File: src/rtl/mem_bus_arbiter_pkg.sv
// Shared types and defaults for the I/D-cache memory arbiter.
// Holds the arbiter FSM states, grant-owner encoding and a tie-break helper.
package mem_arb_pkg;

    localparam int DEF_ADDR_W = 28;
    localparam int DEF_LINE_W = 128;

    typedef enum logic [1:0] {
        ST_IDLE = 2'd0,
        ST_BUSY = 2'd1,
        ST_RESP = 2'd2
    } state_e;

    // Encoding is visible on the debug owner port: 0 none, 1 I-cache, 2 D-cache.
    typedef enum logic [1:0] {
        OWN_NONE = 2'd0,
        OWN_I    = 2'd1,
        OWN_D    = 2'd2
    } owner_e;

    function automatic owner_e other_owner(input owner_e o);
        return (o == OWN_D) ? OWN_I : OWN_D;
    endfunction

endpackage

File: src/rtl/mem_bus_arbiter_pick.sv
// Winner selection between the I-cache and D-cache requests.
// ARB_RR_EN defined: ties alternate away from last_grant; otherwise D-cache wins ties.
module mem_arb_pick
    import mem_arb_pkg::*;
(
    input  logic   i_req_i,
    input  logic   d_req_i,
    input  owner_e last_grant_i,
    output owner_e winner_o
);

    always_comb begin
        winner_o = OWN_NONE;
        if (i_req_i && d_req_i) begin
`ifdef ARB_RR_EN
            winner_o = other_owner(last_grant_i);
`else
            // Data misses stall the pipeline harder than fetch, so D goes first.
            winner_o = OWN_D;
`endif
        end else if (i_req_i) begin
            winner_o = OWN_I;
        end else if (d_req_i) begin
            winner_o = OWN_D;
        end
    end

`ifndef ARB_RR_EN
    logic unused_last_grant;
    assign unused_last_grant = ^last_grant_i;
`endif

endmodule

File: src/rtl/mem_bus_arbiter.sv
// Single-port line memory arbiter shared by the I-cache (read) and D-cache (read/write).
// Tie policy selected by ARB_RR_EN (round-robin) vs. default fixed D-cache priority.
module mem_bus_arbiter
    import mem_arb_pkg::*;
#(
    parameter int ADDR_W = DEF_ADDR_W,
    parameter int LINE_W = DEF_LINE_W
) (
    input  logic              clk,
    input  logic              rst,
    input  logic              i_read,
    input  logic [ADDR_W-1:0] i_addr,
    output logic [LINE_W-1:0] i_rdata,
    output logic              i_ready,
    input  logic              d_read,
    input  logic              d_write,
    input  logic [ADDR_W-1:0] d_addr,
    input  logic [LINE_W-1:0] d_wdata,
    output logic [LINE_W-1:0] d_rdata,
    output logic              d_ready,
    output logic              mem_read,
    output logic              mem_write,
    output logic [ADDR_W-1:0] mem_addr,
    output logic [LINE_W-1:0] mem_wdata,
    input  logic [LINE_W-1:0] mem_rdata,
    input  logic              mem_ready,
    output logic [1:0]        owner
);

    state_e            state_q,      state_d;
    owner_e            owner_q,      owner_d;
    owner_e            last_grant_q, last_grant_d;
    logic              mem_read_q,   mem_read_d;
    logic              mem_write_q,  mem_write_d;
    logic [ADDR_W-1:0] mem_addr_q,   mem_addr_d;
    logic [LINE_W-1:0] mem_wdata_q,  mem_wdata_d;
    logic [LINE_W-1:0] i_rdata_q,    i_rdata_d;
    logic [LINE_W-1:0] d_rdata_q,    d_rdata_d;
    logic              i_ready_q,    i_ready_d;
    logic              d_ready_q,    d_ready_d;
    owner_e            winner;

    mem_arb_pick u_pick (
        .i_req_i      (i_read),
        .d_req_i      (d_read | d_write),
        .last_grant_i (last_grant_q),
        .winner_o     (winner)
    );

    always_comb begin
        state_d      = state_q;
        owner_d      = owner_q;
        last_grant_d = last_grant_q;
        mem_read_d   = mem_read_q;
        mem_write_d  = mem_write_q;
        mem_addr_d   = mem_addr_q;
        mem_wdata_d  = mem_wdata_q;
        i_rdata_d    = i_rdata_q;
        d_rdata_d    = d_rdata_q;
        i_ready_d    = 1'b0;
        d_ready_d    = 1'b0;

        unique case (state_q)
            ST_IDLE: begin
                if (winner == OWN_I) begin
                    owner_d      = OWN_I;
                    last_grant_d = OWN_I;
                    mem_read_d   = 1'b1;
                    mem_write_d  = 1'b0;
                    mem_addr_d   = i_addr;
                    state_d      = ST_BUSY;
                end else if (winner == OWN_D) begin
                    owner_d      = OWN_D;
                    last_grant_d = OWN_D;
                    // A simultaneous read+write request is served as the write-back.
                    mem_write_d  = d_write;
                    mem_read_d   = d_read & ~d_write;
                    mem_addr_d   = d_addr;
                    mem_wdata_d  = d_wdata;
                    state_d      = ST_BUSY;
                end
            end
            ST_BUSY: begin
                if (mem_ready) begin
                    mem_read_d  = 1'b0;
                    mem_write_d = 1'b0;
                    owner_d     = OWN_NONE;
                    state_d     = ST_RESP;
                    if (owner_q == OWN_I) begin
                        i_rdata_d = mem_rdata;
                        i_ready_d = 1'b1;
                    end else begin
                        if (mem_read_q) begin
                            d_rdata_d = mem_rdata;
                        end
                        d_ready_d = 1'b1;
                    end
                end
            end
            ST_RESP: begin
                // Bubble: the served cache is still dropping its request this cycle.
                state_d = ST_IDLE;
            end
            default: begin
                state_d = ST_IDLE;
            end
        endcase
    end

    always_ff @(posedge clk) begin
        if (rst) begin
            state_q      <= ST_IDLE;
            owner_q      <= OWN_NONE;
            last_grant_q <= OWN_I;
            mem_read_q   <= 1'b0;
            mem_write_q  <= 1'b0;
            mem_addr_q   <= '0;
            mem_wdata_q  <= '0;
            i_rdata_q    <= '0;
            d_rdata_q    <= '0;
            i_ready_q    <= 1'b0;
            d_ready_q    <= 1'b0;
        end else begin
            state_q      <= state_d;
            owner_q      <= owner_d;
            last_grant_q <= last_grant_d;
            mem_read_q   <= mem_read_d;
            mem_write_q  <= mem_write_d;
            mem_addr_q   <= mem_addr_d;
            mem_wdata_q  <= mem_wdata_d;
            i_rdata_q    <= i_rdata_d;
            d_rdata_q    <= d_rdata_d;
            i_ready_q    <= i_ready_d;
            d_ready_q    <= d_ready_d;
        end
    end

    assign mem_read  = mem_read_q;
    assign mem_write = mem_write_q;
    assign mem_addr  = mem_addr_q;
    assign mem_wdata = mem_wdata_q;
    assign i_rdata   = i_rdata_q;
    assign d_rdata   = d_rdata_q;
    assign i_ready   = i_ready_q;
    assign d_ready   = d_ready_q;
    assign owner     = owner_q;

endmodule

File: config.mk
export PLATFORM = sky130hd
export DESIGN_NAME = mem_bus_arbiter
export DESIGN_NICKNAME = d
export VERILOG_FILES = /design/src/rtl/mem_bus_arbiter_pkg.sv /design/src/rtl/mem_bus_arbiter_pick.sv /design/src/rtl/mem_bus_arbiter.sv
export SDC_FILE = /design/constraint.sdc
export NUM_CORES = 1
export LEC_CHECK = 0
export ABC_AREA = 0
export BUFFER_PORTS_ARGS = -buffer_cell sky130_fd_sc_hd__buf_2
export CORE_AREA = 3 3 288 290
export CTS_CLUSTER_SIZE = 8
export DETAILED_ROUTE_END_ITERATION = 10
export DIE_AREA = 0 0 291 293
export MAX_ROUTING_LAYER = met4
export SKIP_CTS_REPAIR_TIMING = 1
export SYNTH_ARGS = -nofsm -noshare
export SYNTH_HDL_FRONTEND = slang
export SYNTH_SLANG_ARGS = --single-unit
File: constraint.sdc
create_clock -name clk -period 1.7 [get_ports clk]
set_input_delay 0.085 -clock clk [delete_from_list [all_inputs] [get_ports clk]]
set_output_delay 0.085 -clock clk [all_outputs]
set_load 0.03 [all_outputs]
# After elaboration in Yosys (flattened, before gate mapping)
# Cells that the tools add are included.
# totals
elab_cells	56
inputBits	318
out_inout_bits	418
ff_bits	420
# op_classes
n_bitwise	7
reduce_logical	11
muxes	22
n_eq_ne	6
# op_table
op	n
28-bit two-way mux	2
2-bit two-way mux	9
3-bit AND reduction	3
2-bit one-hot mux with 2 select lines	2
1-bit two-way mux	7
2-bit by 1-bit equality test with 1-bit output (second input constant)	3
1-bit NOT	5
1-bit one-hot mux with 2 select lines	2
2-bit AND reduction	2
4-bit AND reduction	1
2-bit nonzero test	2
3-bit != test (second input constant)	1
3-bit OR reduction	1
2-bit equality test (second input constant)	1
2-bit logical NOT	1
2-bit != test (second input constant)	1
1-bit AND	1
1-bit logical AND	1
1-bit OR	1

# Longest topological paths before layout
# Gate-level depths: netlist (run 1).
# logic_depth
ltp_word	8
depth_mapped	7
depth_no_buf	3

# Cells and area by module
# A second synthesis (run 1) with hierarchy kept.
# hier_totals
hier_cells	1698
hier_area_um2	16459.5
# by_module_without_submodules
mod	area_each_um2	n_inst	cells_each	seq_area_each_um2
mem_bus_arbiter	16449.5	1	1696	8448.1
mem_arb_pick	10.0	1	2	0.0

# Worst setup path after synthesis (run 1)
# No wires, ideal clock.
# synth_timing
kind	register to register
startpoint	reg owner_q[0] (netlist: owner[0])
endpoint	reg i_rdata_q[100] (netlist: i_rdata[100])
t_required_ns	1.628
arrival_time_ns	1.402
slack_ns	0.226
setup_time_ns	0.072
synth_period_minus_slack_ns	1.474
stages_incl_launch_ff	6
cell_sequence	dfxtp_1 -> nand2b_1 -> nor3_2 -> buf_4 -> buf_6 -> mux2i_1
# synth_via
elab_chain_len	2
# synth_lines
element	line_no	text
start, declared	mem_bus_arbiter.sv:31	owner_e owner_q, owner_d;
start signal, assigned	mem_bus_arbiter.sv:125	owner_q <= owner_d;
2-bit by 1-bit equality test with 1-bit output	mem_bus_arbiter.sv:89	if (owner_q == OWN_I) begin
3-bit AND reduction (no source line)	n/a	
end signal, assigned	mem_bus_arbiter.sv:131	i_rdata_q <= i_rdata_d;
end, declared	mem_bus_arbiter.sv:37	logic [LINE_W-1:0] i_rdata_q, i_rdata_d;
# No other way between the ends.
# A chain may end at the register's enable or synchronous reset.

# Worst setup path in the final report (run 1)
# layout_timing
startpoint	reg state_q[1]
endpoint	reg mem_wdata_q[94] (netlist: mem_wdata[94])
# layout_via
elab_chain_len	2
# layout_lines
element	line_no	text
start, declared	mem_bus_arbiter.sv:30	state_e state_q, state_d;
start signal, assigned	mem_bus_arbiter.sv:124	state_q <= state_d;
2-bit logical NOT	mem_bus_arbiter.sv:63	unique case (state_q)
3-bit AND reduction (no source line)	n/a	
end signal, assigned	mem_bus_arbiter.sv:130	mem_wdata_q <= mem_wdata_d;
end, declared	mem_bus_arbiter.sv:36	logic [LINE_W-1:0] mem_wdata_q, mem_wdata_d;
# No other way between the ends.

==> results of run 1 <==
-- power by group through the flow --
stage | Clock, mW | Combinational (mW) | Sequential (mW)
2_1_floorplan | 0 | 1.22 | 11.3
3_3_place_gp | 0 | 3.28 | 10.6
3_5_place_dp | 0 | 3.29 | 10.6
4_1_cts | 10.8 | 3.30 | 10.4
5_1_grt | 11.2 | 4.14 | 10.4
6_report | 10.5 | 3.88 | 10.4
-- worst max-delay path, cell delays in order (launching register included) --
cell and delay [ns]:
dfxtp_1 0.55, or2_4 0.31, buf_12 0.29, o21ai_0 0.12
a21oi_1 0.19
-- per-layer routing --
metal	GRT usage (%)	vias up	share of wire [%]
met3	4.47	133	7.7
met1	15.4	7654	39
met4	5.69	0	4.2
li1	-	8010	-
met2	23.1	748	49
met5	-	-	0
-- logic make-up (layout without fill, tap and decap cells) --
| logic type | after synthesis | after routing |
|---|---|---|
| flip-flops | 420 | 420 |
| other | 0 | 5 |
| multiplexers | 256 | 256 |
| AND/OR/NAND/NOR | 547 | 547 |
| buffers and inverters | 177 | 1214 |
| AO/OA/AOI/OAI | 333 | 333 |
-- sequential cells by signal, summed over array words and instances (netlist names) --
name,flops
mem_wdata,128
mem_read,1
owner,2
mem_addr,28
i_rdata,128
i_ready,1
d_ready,1
d_rdata,128
mem_write,1
state_q,2
-- metrics by stage --
step	TNS [ns]	util, %	setup slack (ns)
floorplan	0	-	0.226
global placement	0	27.6	0.126
detailed placement	0	27.6	0.0773
CTS	0	29.6	0.0880
global route	-0.0818	33.5	-0.0818
finish	0	33.5	0.0947
-- synthesized netlist by cell type, drive strengths merged (3+ instances only) --
| master | number |
|---|---|
| or4b | 13 |
| nand2b | 385 |
| o31ai | 4 |
| mux2i | 256 |
| o21ai | 141 |
| clkbuf | 94 |
| o2111ai | 13 |
| dfxtp | 420 |
| nor2 | 4 |
| nand3 | 129 |
| a31oi | 15 |
| inv | 15 |
| nand2 | 3 |
| o221a | 15 |
| nor3 | 3 |
| buf | 68 |
| a21oi | 145 |
-- worst paths after layout --
path                                                from                    endpoint  slack, ns  depth (start not counted)
worst max-delay path             state_q[1]$_SDFFE_PP0P_  mem_wdata[94]$_SDFFE_PP0P_       0.09                          4
worst min-delay path                           i_addr[9]    mem_addr[9]$_SDFFE_PP0P_      0.003                          4
worst min register to register  i_rdata[67]$_SDFFE_PP0P_    i_rdata[67]$_SDFFE_PP0P_       0.47                          2
worst max register to register   state_q[1]$_SDFFE_PP0P_  mem_wdata[94]$_SDFFE_PP0P_       0.09                          4
-- final cells by class --
type	instances	area (um2)	share of cell area [%]
antenna	5	12.5	0.0464
multi-input combinational	1136	7760	28.8
timing repair buffer	1130	7820	29.0
sequential	420	8410	31.2
tap	1060	1330	4.92
clock inverter	3	32.5	0.121
inverter	15	56.3	0.209
clock buffer	66	1530	5.69
==> flow_summary.json, run 1 <==
{
  "status": "finished, final reports clean",
  "synth_edf_count": 0,
  "insertion_delay_ns": 0.60,
  "yosysWarnings": 0,
  "synth.avg_cell_area_um2": 9.86,
  "swShare_pct": 26.8,
  "syn_nets": 2051,
  "p_int_mw": 18.1,
  "layout_commonest_cell": "buf_2",
  "via_per_inst": 4.31,
  "fin_crit_ns": 1.61,
  "clkSinkCount": 420,
  "path_clk_slew_ns": 0.05,
  "cts_root_buffer": "clkbuf_16",
  "syn_inst": 1733,
  "hold_class": "primary input to flip-flop",
  "drt-total-wl_um": 65800,
  "synth_compound_area_share_pct": 10.8,
  "hold_viol": 0,
  "track_usage_pct": 13.9,
  "start_util_pct": 21.2,
  "ys_top_cells_by_area": "dfxtp_1 (49%), mux2i_1 (15%), nand2b_1 (14%)",
  "ys_seq_area_share_pct": 49.2,
  "grt_max_degree": 113,
  "grt_pass1_wl_um": 90800,
  "dp_hpwl_um": 46500,
  "max_freq_ghz": 0.623,
  "ir_drop_mv": 0.718,
  "drv_slew": 0,
  "postRouteAntennaNets": 0,
  "path_max_fanout": 78,
  "die_y_um": 293,
  "rows": 104,
  "first_global_vias": 14941,
  "via_count": 16545,
  "cts_htree_levels": 2,
  "final_cell_mix": "buf_2 (734), dfxtp_1 (420), nand2b_1 (385), dlygate4sd3_1 (310), mux2i_1 (256)",
  "ys_ff_latch": 420,
  "ys_types": 33,
  "cts_tree": "done",
  "cts_buffers": 59,
  "worstMarginPinSlew_ns": 0.584,
  "syn_area_mm2": 0.0171,
  "clockPowerShare_pct": 42.3,
  "drive_gt1_share_pct": 32.7,
  "pin_count": 736,
  "antenna_found_initial": 7,
  "cp.arrival_ns": 2.12,
  "p_per_area_mw_per_mm2": 918,
  "p_comb_share_pct": 15.7,
  "synth_top_family_by_area": "simple AND/OR/NAND/NOR gates",
  "worst_hold_slack_ns": 0.00256,
  "synthAdderAreaFrac_pct": 0,
  "final_nets": 3080,
  "yosys.area_share.simple_pct": 19.5,
  "power_mw": 24.7,
  "finalCritPeriodShare_pct": 94.4,
  "skew_ns": 0.00989,
  "synthXorXnorAreaFrac_pct": 0,
  "sequentialPowerShare_pct": 42.0,
  "critPathKind": "flip-flop to flip-flop",
  "p_switching_mw": 6.63,
  "gp_congestion": 0.804,
  "cts_max_path_buffers": 3,
  "grt-ovfl-total": 0,
  "fillCellCount": 8065,
  "yosysTopAreaCellShare_pct": 49.2,
  "cap_violations": 0,
  "async_flop_share_pct": 0,
  "routedWlPerCell_um": 17.2,
  "stdcell_count": 3835,
  "power.leakage_nw": 12.4,
  "initialDrtViolationCount": 836,
  "synthToLayoutAreaGrowth_pct": 57.7,
  "startpoint_type": "flip-flop",
  "drc": 0,
  "die_w_um": 291,
  "cp.required_ns": 2.21,
  "synth_top_flop_cell": "dfxtp_1",
  "dr.pass1.iters": 5,
  "synth_top_area_cell": "dfxtp_1",
  "place_area_mm2": 0.0223,
  "fin_area_mm2": 0.0270,
  "setup_viol": 0,
  "dp_cells": 3451,
  "synthMuxAreaShare_pct": 15.0,
  "crit_path_end_kind": "flip-flop",
  "fp.coreArea_mm2": 0.0805,
  "dieArea_mm2": 0.0853,
  "slew_headroom_pct": 61.1,
  "io_buffers": 735
}
(Power assumes the default switching activity.)
==> inputs of run 2 (changes only) <==
--- a/config.mk
+++ b/config.mk
@@ -12,6 +12,7 @@
 export DETAILED_ROUTE_END_ITERATION = 10
 export DIE_AREA = 0 0 291 293
 export MAX_ROUTING_LAYER = met4
+export SETUP_SLACK_MARGIN = 0.5
 export SKIP_CTS_REPAIR_TIMING = 1
 export SYNTH_ARGS = -nofsm -noshare
 export SYNTH_HDL_FRONTEND = slang
==> flow_summary.json, run 2 (synthesized netlist as in run 1, its figures left out) <==
{
  "crit_path_end_kind": "flip-flop",
  "path_depth": 5,
  "timing.rr.start": "state_q[1]$_SDFFE_PP0P_",
  "path_clk_slew_ns": 0.05,
  "max_freq_ghz": 0.630,
  "ir_drop_mv": 0.621,
  "critPathKind": "flip-flop to flip-flop",
  "dr.pass1.iters": 5,
  "die_w_um": 291,
  "clkSinkCount": 420,
  "power.leakage_nw": 12.8,
  "dp_cells": 3434,
  "p_int_mw": 18.4,
  "cap_violations": 0,
  "cts_htree_levels": 2,
  "sequentialPowerShare_pct": 41.1,
  "cp_common_cell": "buf_6",
  "rows": 104,
  "die_y_um": 293,
  "register_area_mm2": 0.00842,
  "p_comb_share_pct": 18.2,
  "routedWlPerCell_um": 19.1,
  "drive_gt1_share_pct": 36.1,
  "multiInputGateArea_mm2": 0.00840,
  "fp.coreArea_mm2": 0.0805,
  "first_global_vias": 15156,
  "drc": 0,
  "r2r_cells": 5,
  "worstMarginPinSlew_ns": 0.498,
  "grt_max_degree": 96,
  "fin_crit_ns": 1.59,
  "start_util_pct": 21.2,
  "path_max_fanout": 8,
  "drt-total-wl_um": 73400,
  "fillCellCount": 7990,
  "final_nets": 3103,
  "swShare_pct": 27.7,
  "skew_ns": 0.0191,
  "max_stage_delay_ns": 0.36,
  "final_cell_mix": "buf_2 (734), dfxtp_1 (416), nand2b_1 (384), dlygate4sd3_1 (312), mux2i_1 (256)",
  "worst_hold_slack_ns": -0.0289,
  "insertion_delay_ns": 0.60,
  "hold_viol": 2,
  "cp-startpoint": "state_q[1]$_SDFFE_PP0P_",
  "slew_headroom_pct": 66.7,
  "dieArea_mm2": 0.0853,
  "cp.required_ns": 2.19,
  "hold_class": "primary input to flip-flop",
  "status": "finished with violations",
  "postRouteAntennaNets": 0,
  "fin_area_mm2": 0.0281,
  "reg2reg_slack_ns": 0.11,
  "synthToLayoutAreaGrowth_pct": 64.6,
  "crit_path_top_delay_cell": "dfxtp_4",
  "gp_congestion": 0.839,
  "critPathCapture": "mem_addr[5]$_SDFFE_PP0P_",
  "cts_buffers": 58,
  "cp.arrival_ns": 2.08,
  "setup_viol": 0,
  "pin_count": 736,
  "violations": "hold timing",
  "initialDrtViolationCount": 846,
  "via_per_inst": 4.43,
  "clockPowerShare_pct": 40.7,
  "fin_setup_tns_ns": 0,
  "finalCritPeriodShare_pct": 93.4,
  "r2r-end": "mem_addr[5]$_SDFFE_PP0P_",
  "stdcell_count": 3851,
  "cts_tree": "done",
  "cts_root_buffer": "clkbuf_16",
  "drv_slew": 0,
  "cts_max_path_buffers": 3,
  "grt-ovfl-total": 0,
  "crit_chain": "buf_6 -> nor2_4 -> buf_6 -> nand3_4 -> o221a_4",
  "path_buf_inv": 2,
  "dp_hpwl_um": 47700,
  "io_buffers": 735,
  "via_count": 17050,
  "antenna_found_initial": 3,
  "rsz0062_at_grt": "true",
  "p_per_area_mw_per_mm2": 904,
  "grt_pass1_wl_um": 93200,
  "place_area_mm2": 0.0221,
  "p_switching_mw": 7.05,
  "hp-start": "i_addr[8]",
  "startpoint_type": "flip-flop",
  "layout_commonest_cell": "buf_2",
  "track_usage_pct": 14.3,
  "crit_family": "simple AND/OR/NAND/NOR gates"
}
run 2: cell types whose count changed in the layout (fill, tap and decap cells not counted), sizes merged:
cell	previous run	this run
clkbuf	66	80
buf	820	824
diode	5	1
dlygate4sd3	310	312
clkinv	1	0
clkinvlp	1	0
inv	16	17
nand3	129	130
run 2: cell type report:
| cell class | count | share of cell area [%] |
|---|---|---|
| Sequential cell | 420 | 29.9 |
| Multi-Input combinational cell | 1137 | 29.9 |
| Tap cell | 1060 | 4.71 |
| Inverter | 15 | 0.200 |
| Antenna cell | 1 | 0.00889 |
| Clock buffer | 63 | 5.34 |
| Clock inverter | 2 | 0.102 |
| Timing Repair Buffer | 1153 | 29.9 |
run 2: how the worst min path moves through the flow:
stage	end	slack [ns]	cells after the start
2_1_floorplan	mem_wdata[0]$_SDFFE_PP0P_	0.23	2
3_3_place_gp	mem_wdata[110]$_SDFFE_PP0P_	0.34	3
3_5_place_dp	mem_wdata[64]$_SDFFE_PP0P_	0.34	3
4_1_cts	mem_wdata[32]$_SDFFE_PP0P_	-0.32	3
5_1_grt	mem_addr[25]$_SDFFE_PP0P_	-0.001	4
6_report	mem_addr[8]$_SDFFE_PP0P_	-0.03	4
run 2: per-layer routing:
metal	up-vias	routed length [um]	track usage (%)
li1	8070	-	-
met1	7940	27900	15.8
met2	827	36400	24.1
met3	213	5090	4.02
met4	0	3950	6.09
met5	-	0	-
run 2: worst register-to-register path, stage by stage (launching register included):
cell	delay, ns
dfxtp_4	0.36
buf_6	0.12
nor2_4	0.22
buf_6	0.19
nand3_4	0.22
o221a_4	0.37
run 2: power by group through the flow:
| stage | sequential [mW] | combinational (mW) | clock (mW) |
|---|---|---|---|
| detailed placement | 10.6 | 3.29 | 0 |
| floorplan | 11.3 | 1.28 | 0 |
| CTS | 10.4 | 3.30 | 10.7 |
| global placement | 10.6 | 3.28 | 0 |
| global route | 10.5 | 4.87 | 11.0 |
| finish | 10.4 | 4.63 | 10.4 |
run 2: per-stage QoR:
stage | util, % | setup WS, ns | power, mW | hold WS (ns)
finish | 34.9 | 0.112 | 25.4 | -0.0289
global route | 34.9 | 0.0647 | 26.4 | -0.00129
CTS | 29.3 | 0.0262 | 24.4 | -0.325
detailed placement | 27.4 | 0.0472 | 13.9 | 0.345
global placement | 27.4 | 0.0455 | 13.9 | 0.340
floorplan | - | 0.405 | 12.6 | 0.233
